===== src/rtl/frame_dump_pkg.sv =====
// Shared definitions for the frame UART dumper: stream header bytes,
// the dump sequencer state type and a helper that sizes the pixel counter.
package frame_dump_pkg;

    // Two fixed sync bytes that open every dumped frame
    localparam logic [7:0] HDR0 = 8'hAA;
    localparam logic [7:0] HDR1 = 8'h55;

    // Dump sequencer states
    typedef enum logic [2:0] {
        ST_IDLE,
        ST_HDR0,
        ST_HDR1,
        ST_FETCH,
        ST_SEND,
        ST_CSUM,
        ST_DONE
    } dump_state_t;

    // Pixel counter width: one bit of headroom above the frame size so the
    // index never wraps inside a frame
    function automatic int pixCntWidth(input int imgW, input int imgH);
        return $clog2(imgW * imgH) + 1;
    endfunction

endpackage


===== src/rtl/uart_byte_tx.sv =====
// 8N1 byte transmitter, LSB first. A byte is accepted when valid_in is high
// while the transmitter is idle; the start bit appears on the line one cycle
// after acceptance and busy_out drops on the cycle the stop bit ends.
module uart_byte_tx #(
    parameter int BAUD_DIV = 868
) (
    input  logic       clk_in,
    input  logic       rst_in,
    input  logic [7:0] data_in,
    input  logic       valid_in,
    output logic       busy_out,
    output logic       txd_out
);

    localparam int BAUD_W = (BAUD_DIV < 2) ? 1 : $clog2(BAUD_DIV);
    localparam logic [BAUD_W-1:0] BAUD_LAST = BAUD_W'(BAUD_DIV - 1);

    logic              r_busy;
    logic              r_load;
    logic              r_txd;
    logic [9:0]        r_shift;
    logic [BAUD_W-1:0] r_baudCnt;
    logic [3:0]        r_bitCnt;

    // Accept a byte, spend one cycle loading the frame, then shift out start,
    // data and stop bits, each held for BAUD_DIV cycles
    always_ff @(posedge clk_in or posedge rst_in) begin
        if (rst_in) begin
            r_busy    <= 1'b0;
            r_load    <= 1'b0;
            r_txd     <= 1'b1;
            r_shift   <= '1;
            r_baudCnt <= '0;
            r_bitCnt  <= '0;
        end else if (!r_busy) begin
            if (valid_in) begin
                r_busy  <= 1'b1;
                r_load  <= 1'b1;
                r_shift <= {1'b1, data_in, 1'b0};
            end
        end else if (r_load) begin
            r_load    <= 1'b0;
            r_txd     <= r_shift[0];
            r_shift   <= {1'b1, r_shift[9:1]};
            r_baudCnt <= '0;
            r_bitCnt  <= '0;
        end else if (r_baudCnt == BAUD_LAST) begin
            r_baudCnt <= '0;
            if (r_bitCnt == 4'd9) begin
                r_busy <= 1'b0;
                r_txd  <= 1'b1;
            end else begin
                r_bitCnt <= r_bitCnt + 4'd1;
                r_txd    <= r_shift[0];
                r_shift  <= {1'b1, r_shift[9:1]};
            end
        end else begin
            r_baudCnt <= r_baudCnt + BAUD_W'(1);
        end
    end

    assign busy_out = r_busy;
    assign txd_out  = r_txd;

endmodule


===== src/rtl/frame_uart_dumper.sv =====
// Streams one stored frame from the frame BRAM out of the UART pin as
// 0xAA 0x55, IMG_W*IMG_H pixel bytes in address order, then an 8-bit
// checksum of the pixel bytes. The BRAM is read one pixel at a time with a
// fixed read latency; throughput is set by the UART, so no prefetch is done.
module frame_uart_dumper #(
    parameter int IMG_W    = 320,
    parameter int IMG_H    = 240,
    parameter int ADDR_W   = 17,
    parameter int BAUD_DIV = 868,
    parameter int RAM_LAT  = 2
) (
    input  logic              clk_in,
    input  logic              rst_in,
    input  logic              start_in,
    output logic [ADDR_W-1:0] rd_addr_out,
    input  logic [7:0]        rd_data_in,
    output logic              busy_out,
    output logic              done_out,
    output logic              uart_txd_out
);

    import frame_dump_pkg::*;

    localparam int NPIX  = IMG_W * IMG_H;
    localparam int CNT_W = pixCntWidth(IMG_W, IMG_H);
    localparam int LAT_W = (RAM_LAT < 2) ? 1 : $clog2(RAM_LAT + 1);
    localparam logic [CNT_W-1:0] LAST_PIX = CNT_W'(NPIX - 1);
    localparam logic [LAT_W-1:0] LAT_DONE = LAT_W'(RAM_LAT);

    dump_state_t       r_state;
    dump_state_t       w_nextState;
    logic [CNT_W-1:0]  r_index;
    logic [CNT_W-1:0]  w_indexNext;
    logic [ADDR_W-1:0] r_rdAddr;
    logic [7:0]        r_csum;
    logic [LAT_W-1:0]  r_latCnt;
    logic              r_sent;
    logic [7:0]        w_txData;
    logic              w_txValid;
    logic              w_txBusy;
    logic              w_txd;

    assign w_indexNext = r_index + CNT_W'(1);

    // State register; reset aborts any frame in progress immediately
    always_ff @(posedge clk_in or posedge rst_in) begin
        if (rst_in) begin
            r_state <= ST_IDLE;
        end else begin
            r_state <= w_nextState;
        end
    end

    // Next-state and byte handoff to the transmitter. A pixel is handed over
    // in the same cycle its read data becomes valid, which keeps the gap
    // between consecutive bytes as short as the read latency allows.
    always_comb begin
        w_nextState = r_state;
        w_txValid   = 1'b0;
        w_txData    = HDR0;
        unique case (r_state)
            ST_IDLE: begin
                if (start_in) begin
                    w_nextState = ST_HDR0;
                end
            end
            ST_HDR0: begin
                w_txData  = HDR0;
                w_txValid = !r_sent;
                if (r_sent && !w_txBusy) begin
                    w_nextState = ST_HDR1;
                end
            end
            ST_HDR1: begin
                w_txData  = HDR1;
                w_txValid = !r_sent;
                if (r_sent && !w_txBusy) begin
                    w_nextState = ST_FETCH;
                end
            end
            ST_FETCH: begin
                w_txData = rd_data_in;
                if (r_latCnt == LAT_DONE && !w_txBusy) begin
                    w_txValid   = 1'b1;
                    w_nextState = ST_SEND;
                end
            end
            ST_SEND: begin
                if (!w_txBusy) begin
                    w_nextState = (r_index == LAST_PIX) ? ST_CSUM : ST_FETCH;
                end
            end
            ST_CSUM: begin
                w_txData  = r_csum;
                w_txValid = !r_sent;
                if (r_sent && !w_txBusy) begin
                    w_nextState = ST_DONE;
                end
            end
            ST_DONE: begin
                w_nextState = ST_IDLE;
            end
            default: begin
                w_nextState = ST_IDLE;
            end
        endcase
    end

    // Datapath: pixel index, read address, latency wait, checksum and the
    // flag that remembers a header/checksum byte has already been handed off
    always_ff @(posedge clk_in or posedge rst_in) begin
        if (rst_in) begin
            r_index  <= '0;
            r_rdAddr <= '0;
            r_csum   <= '0;
            r_latCnt <= '0;
            r_sent   <= 1'b0;
        end else begin
            if (w_nextState != r_state) begin
                r_sent <= 1'b0;
            end else if (w_txValid && !w_txBusy) begin
                r_sent <= 1'b1;
            end
            unique case (r_state)
                ST_IDLE: begin
                    if (start_in) begin
                        r_index <= '0;
                        r_csum  <= '0;
                    end
                end
                ST_HDR1: begin
                    if (w_nextState == ST_FETCH) begin
                        r_rdAddr <= ADDR_W'(r_index);
                        r_latCnt <= '0;
                    end
                end
                ST_FETCH: begin
                    if (r_latCnt != LAT_DONE) begin
                        r_latCnt <= r_latCnt + LAT_W'(1);
                    end else if (!w_txBusy) begin
                        r_csum <= r_csum + rd_data_in;
                    end
                end
                ST_SEND: begin
                    if (w_nextState == ST_FETCH) begin
                        r_index  <= w_indexNext;
                        r_rdAddr <= ADDR_W'(w_indexNext);
                        r_latCnt <= '0;
                    end
                end
                default: begin
                end
            endcase
        end
    end

    uart_byte_tx #(
        .BAUD_DIV (BAUD_DIV)
    ) u_tx (
        .clk_in   (clk_in),
        .rst_in   (rst_in),
        .data_in  (w_txData),
        .valid_in (w_txValid),
        .busy_out (w_txBusy),
        .txd_out  (w_txd)
    );

    assign rd_addr_out  = r_rdAddr;
    assign busy_out     = (r_state != ST_IDLE);
    assign done_out     = (r_state == ST_DONE);
    assign uart_txd_out = w_txd;

endmodule


===== config.mk =====
export PLATFORM = sky130hd
export DESIGN_NAME = frame_uart_dumper
export DESIGN_NICKNAME = d
export VERILOG_FILES = /design/src/rtl/frame_dump_pkg.sv /design/src/rtl/uart_byte_tx.sv /design/src/rtl/frame_uart_dumper.sv
export SDC_FILE = /design/constraint.sdc
export NUM_CORES = 1
export LEC_CHECK = 0
export CAP_MARGIN = 20
export CORE_MARGIN = 4
export CORE_UTILIZATION = 45
export DETAILED_ROUTE_END_ITERATION = 6
export PLACE_DENSITY = 0.63
export SETUP_SLACK_MARGIN = 0.1
export SLEW_MARGIN = 20
export SYNTH_ARGS = -nofsm -noshare
export SYNTH_HDL_FRONTEND = slang
export SYNTH_HIERARCHICAL = 1
export SYNTH_SLANG_ARGS = --single-unit

===== constraint.sdc =====
create_clock -name clk_in -period 2.84 [get_ports clk_in]
set_input_delay 0.852 -clock clk_in [delete_from_list [all_inputs] [get_ports clk_in]]
set_output_delay 0.852 -clock clk_in [all_outputs]
set_load 0.02 [all_outputs]

## Yosys cells after proc, flatten, opt, wreduce, memory -nomap -nowiden

Cells that the tools add are included.

- Register bits after elaboration: 76
- Output and inout port bits: 20
- Word-level logic and storage cells: 109

- Muxes and demuxes: 46
- $add $sub $neg: 5
- Eq/ne operators: 23
- Reductions and logical operators: 23

Operators with widths:

| kind | count |
|---|---|
| $mux W10 | 7 |
| $mux W18 | 2 |
| $pmux W18 S2 | 1 |
| $mux W17 | 2 |
| $pmux W17 S2 | 1 |
| $mux W8 | 3 |
| $pmux W8 S3 | 1 |
| $mux W3 | 7 |
| $add A18 B1 Y18 const B | 1 |
| $eq A18 B17 Y1 const B | 1 |
| $pmux W3 S6 | 1 |
| $pmux W8 S2 | 1 |
| $reduce_and A3 Y1 | 5 |
| $ne A2 B2 Y1 const B | 7 |
| $reduce_bool A2 Y1 | 7 |
| $mux W1 | 13 |
| $mux W4 | 3 |
| $add A10 B1 Y10 const B | 1 |
| $eq A10 B10 Y1 const B | 1 |
| $eq A3 B2 Y1 const B | 3 |
| $eq A3 B3 Y1 const B | 3 |
| $add A8 B8 Y8 | 1 |
| $ne A3 B3 Y1 const B | 2 |
| $add A4 B1 Y4 const B | 1 |
| other kinds (17) | 22 |

## Depth between registers and ports, before layout

- Depth in word-level cells: 7
- Depth in mapped cells: 10
- Mapped depth without buffers: 8

## Cells and area by module

Netlist, hierarchy kept.

By module, submodules not included:

| module | cells each | times used | area each (sq um) |
|---|---|---|---|
| frame_uart_dumper | 357 | 1 | 3,075.4 |
| uart_byte_tx | 141 | 1 | 1,461.4 |

## Worst setup path after synthesis

OpenSTA, ideal clock, no wires.

- Path kind: in2reg
- From: in rd_data_in[1]
- To: reg r_csum[7]
- Library setup time: 0.118 ns
- Buffers on the path: 0
- Data required time: 2.722 ns
- Cell stages on the path: 6
- Slack: 0.604 ns
- Data arrival time: 2.118 ns
- Cells stage by stage: ha_1 -> a211oi_1 -> o21ai_0 -> o41ai_1 -> a311oi_1 -> a21o_1

- Word-level cells in the longest chain between the ends: 4

Ends and longest elaborated chain:

| what | line | RTL |
|---|---|---|
| from (decl) | frame_uart_dumper.sv:16 | `input logic [7:0] rd_data_in,` |
| $add A8 B8 Y8 | frame_uart_dumper.sv:141 | `r_csum <= r_csum + rd_data_in;` |
| $mux W8 | frame_uart_dumper.sv:140 | `end else if (!w_txBusy) begin` |
| $mux W8 | frame_uart_dumper.sv:138 | `if (r_latCnt != LAT_DONE) begin` |
| $pmux W8 S2 | frame_uart_dumper.sv:124 | `unique case (r_state)` |
| to (signal assigned) | frame_uart_dumper.sv:141 |  |
| to (decl) | frame_uart_dumper.sv:35 | `logic [7:0] r_csum;` |

No other way between the ends. The select of a mux whose other input is x is not followed.
A chain may end at the register's enable or synchronous reset.

## Final worst setup path

Ends and elaborated chain as after synthesis.

==> flow_summary.yaml <==
status:
  status: "finished, final reports clean"
clock_network:
  cts_buffer_depth: 2
  clk_pin_slew_ps: 80
  hold_buffers: 0
  cts_tree: "built"
  cts.sinks: 75
  root_buffer: "clkbuf_8"
  clock_latency_ps: 350
  numCtsBuffers: 9
  htreeDepth: 3
synthesis:
  synth_nets: 523
  ys_top_cells_by_area: "dfrtp_1, nand2_1, dfstp_2, ha_1, a21oi_1"
  yosysMostFrequentCell: "nand2_1"
  yosys_register_bits: 75
  syn-cell-area_um2: 4540
  synthAdderAreaFrac_pct: 4.03
  synth_compound_area_share_pct: 21.5
  syn-instance-count: 498
  synthTopCellsByCount: "nand2_1, dfrtp_1, a21oi_1, o21ai_0, nor2_1"
  synth_top_family_by_area: "compound AO/OA/AOI/OAI gates"
  yosysWarnings: 6
  synth-simple-area-share_pct: 21.1
  yosysTopAreaCell: "dfrtp_1"
  ys_types: 75
  synth_top_area_share_pct: 35.9
  synth_edf_count: 0
  synthMuxAreaShare_pct: 2.32
  synth_ff_type: "dfrtp_1"
  ys_seq_area_share_pct: 41.6
  synthArstFlopShare_pct: 100
  avgSynthCellArea_um2: 9.11
  yosys.area_share.xor_xnor_pct: 4.44
global_routing:
  grt_max_degree: 35
  grt_pass1_vias: 3711
  grt_overflow: 0
  antenna_found_initial: 0
  grt_pass1_wl_um: 18100
  grt_use_total_pct: 19.2
pwr:
  p_leak_uw: 0.00206
  p_switching_uw: 475
  power_frac_comb_pct: 4.4
  seqPwrFrac_pct: 50.4
  total_power_uw: 2130
  pwr-share-clk_pct: 45.2
  powerDensity_nw_per_um2: 409
  sw_frac_of_total_pct: 22.2
  max-vdd-ir-drop_mv: 0.209
  intPower_uw: 1660
setup_path:
  critPathKind: "input pin to flop"
  setup.worst_path.start_class: "input pin"
  path_max_fanout: 2
  arrival_ps: 2870
  crit_required_ps: 3080
  end_kind: "flop"
place:
  place_inst: 650
  place_hpwl_um: 7240
  numPortBuffers: 30
  gp_congestion: 0.930
floorplan:
  die_width_um: 108
  io_pins: 31
  start_util_pct: 46.4
  dieArea_um2: 11800
  rows: 36
  die_height_um: 108
  fp.coreArea_um2: 9770
cells_and_area:
  area_delta_synth_final_pct: 15.0
  antennaDiodeCount: 0
  stdcell_count: 666
  num-nets-final: 553
  drive_gt1_share_pct: 11.1
hold_path:
  hold_path_class: "flop to flop"
sta:
  setup_viol: 0
  slew_violations: 0
  fmax_mhz: 379
  hold_viol: 0
  relSlewSlack_pct: 43.6
  fin_crit_ps: 2640
  rsz0062_at_grt: "no"
  finalCritPeriodShare_pct: 92.8
  fin_skew_ps: 14.8
  worst_pin_slew_ps: 840
  tns_ps: 0
detailed_routing:
  wirelength_um: 10300
  first_iter_violations: 206
  first_pass_iters: 7
  drc: 0
  vias: 3819
  antenna_left: 0
  avgViaCountPerCell: 5.73
  wl_per_cell_um: 15.5
job:
  drv_cap: 0
## sequential cells by signal, summed over array words and instances (netlist names)
signal          flops
r_index            18
u_tx/r_load         1
r_csum              8
u_tx/r_shift        9
u_tx/r_baudCnt     10
r_latCnt            2
u_tx/txd_out        1
u_tx/busy_out       1
r_state             3
u_tx/r_bitCnt       4
r_sent              1
rd_addr_out        17
## cell type report
cell class | instances | area, um^2
clock buffers | 13 | 159
clock inverters | 3 | 68.8
fillers | 940 | 4560
inverters | 20 | 75.1
multi-input cells | 378 | 2420
flip-flops and latches | 75 | 1890
well taps | 133 | 166
repair buffers | 44 | 430
## per-stage QoR
stage	cell area [um^2]	util, %	hold slack, ps	setup WS [ps]
6_report	5220	53.4	477	205
2_1_floorplan	4540	-	437	604
5_1_grt	5220	53.4	512	123
4_1_cts	5220	53.4	482	163
3_5_place_dp	4990	51.0	471	-37.8
3_3_place_gp	4990	51.0	459	56.9
## repair_timing
item / CTS / global route
buffers inserted: 0 / 0
endpoints found under the setup margin: 1 / 1
resized for setup: 1 / 1
## worst paths after layout
check / startpoint / slack [ps] / to / cells after the start
worst max-delay path: rd_data_in[1] / 200 / r_csum[7] / 7
worst min-delay path: rd_addr_out[3] / 480 / rd_addr_out[3] / 2
worst max register to register: r_state[2] / 580 / r_latCnt[0] / 6
worst min register to register: rd_addr_out[3] / 480 / rd_addr_out[3] / 2
max in group asynchronous: rst_in / 1390 / r_state[1] / 3
min in group asynchronous: rst_in / 900 / rd_addr_out[14] / 2
## cell usage in the layout, fill, tap and decap left out, types with 12 or more instances in the layout
master | synthesis | final
nand2_1 | 74 | 74
clkdlybuf4s50_1 | 0 | 30
a31oi_1 | 22 | 22
inv_1 | 17 | 16
xor2_1 | 13 | 13
dfrtp_1 | 65 | 63
a21oi_1 | 30 | 30
nor2_1 | 24 | 24
nor3_1 | 12 | 12
o21ai_0 | 26 | 26
nand3_1 | 17 | 17
buf_4 | 2 | 12
ha_1 | 13 | 13
## per-layer routing
metal	up-vias	share of wire, %	wire (um)	global-route usage, %
li1	1875	-	-	-
met1	1849	49	5070	26.9
met2	84	46	4760	30.5
met3	11	3.5	358	2.81
met4	0	1.3	133	6.67
met5	-	0	0	0
## kinds of logic (layout without fill, tap and decap cells)
logic type	count (synthesis)	count (layout)
buf+inv	45	80
flops	75	75
fa+ha+maj	14	14
xor+xnor	23	23
simple gates	186	186
compound gates	145	145
mux	10	10
## power by group through the flow
stage | sequential, uW | combinational, uW | clock, uW
after floorplan | 1100 | 56.0 | 0
after global placement | 1100 | 91.4 | 0
after detailed placement | 1100 | 94.4 | 0
after CTS | 1080 | 94.7 | 983
after global routing | 1080 | 106 | 1040
final | 1080 | 93.9 | 964
## worst max-delay path, stage by stage
cell and delay (ps):
clkdlybuf4s50_1 430, ha_1 340, a211oi_1 270, o21ai_0 200, o41ai_1 430, a311oi_1 170
a21o_1 180
Power figures use the tool's default switching activity.
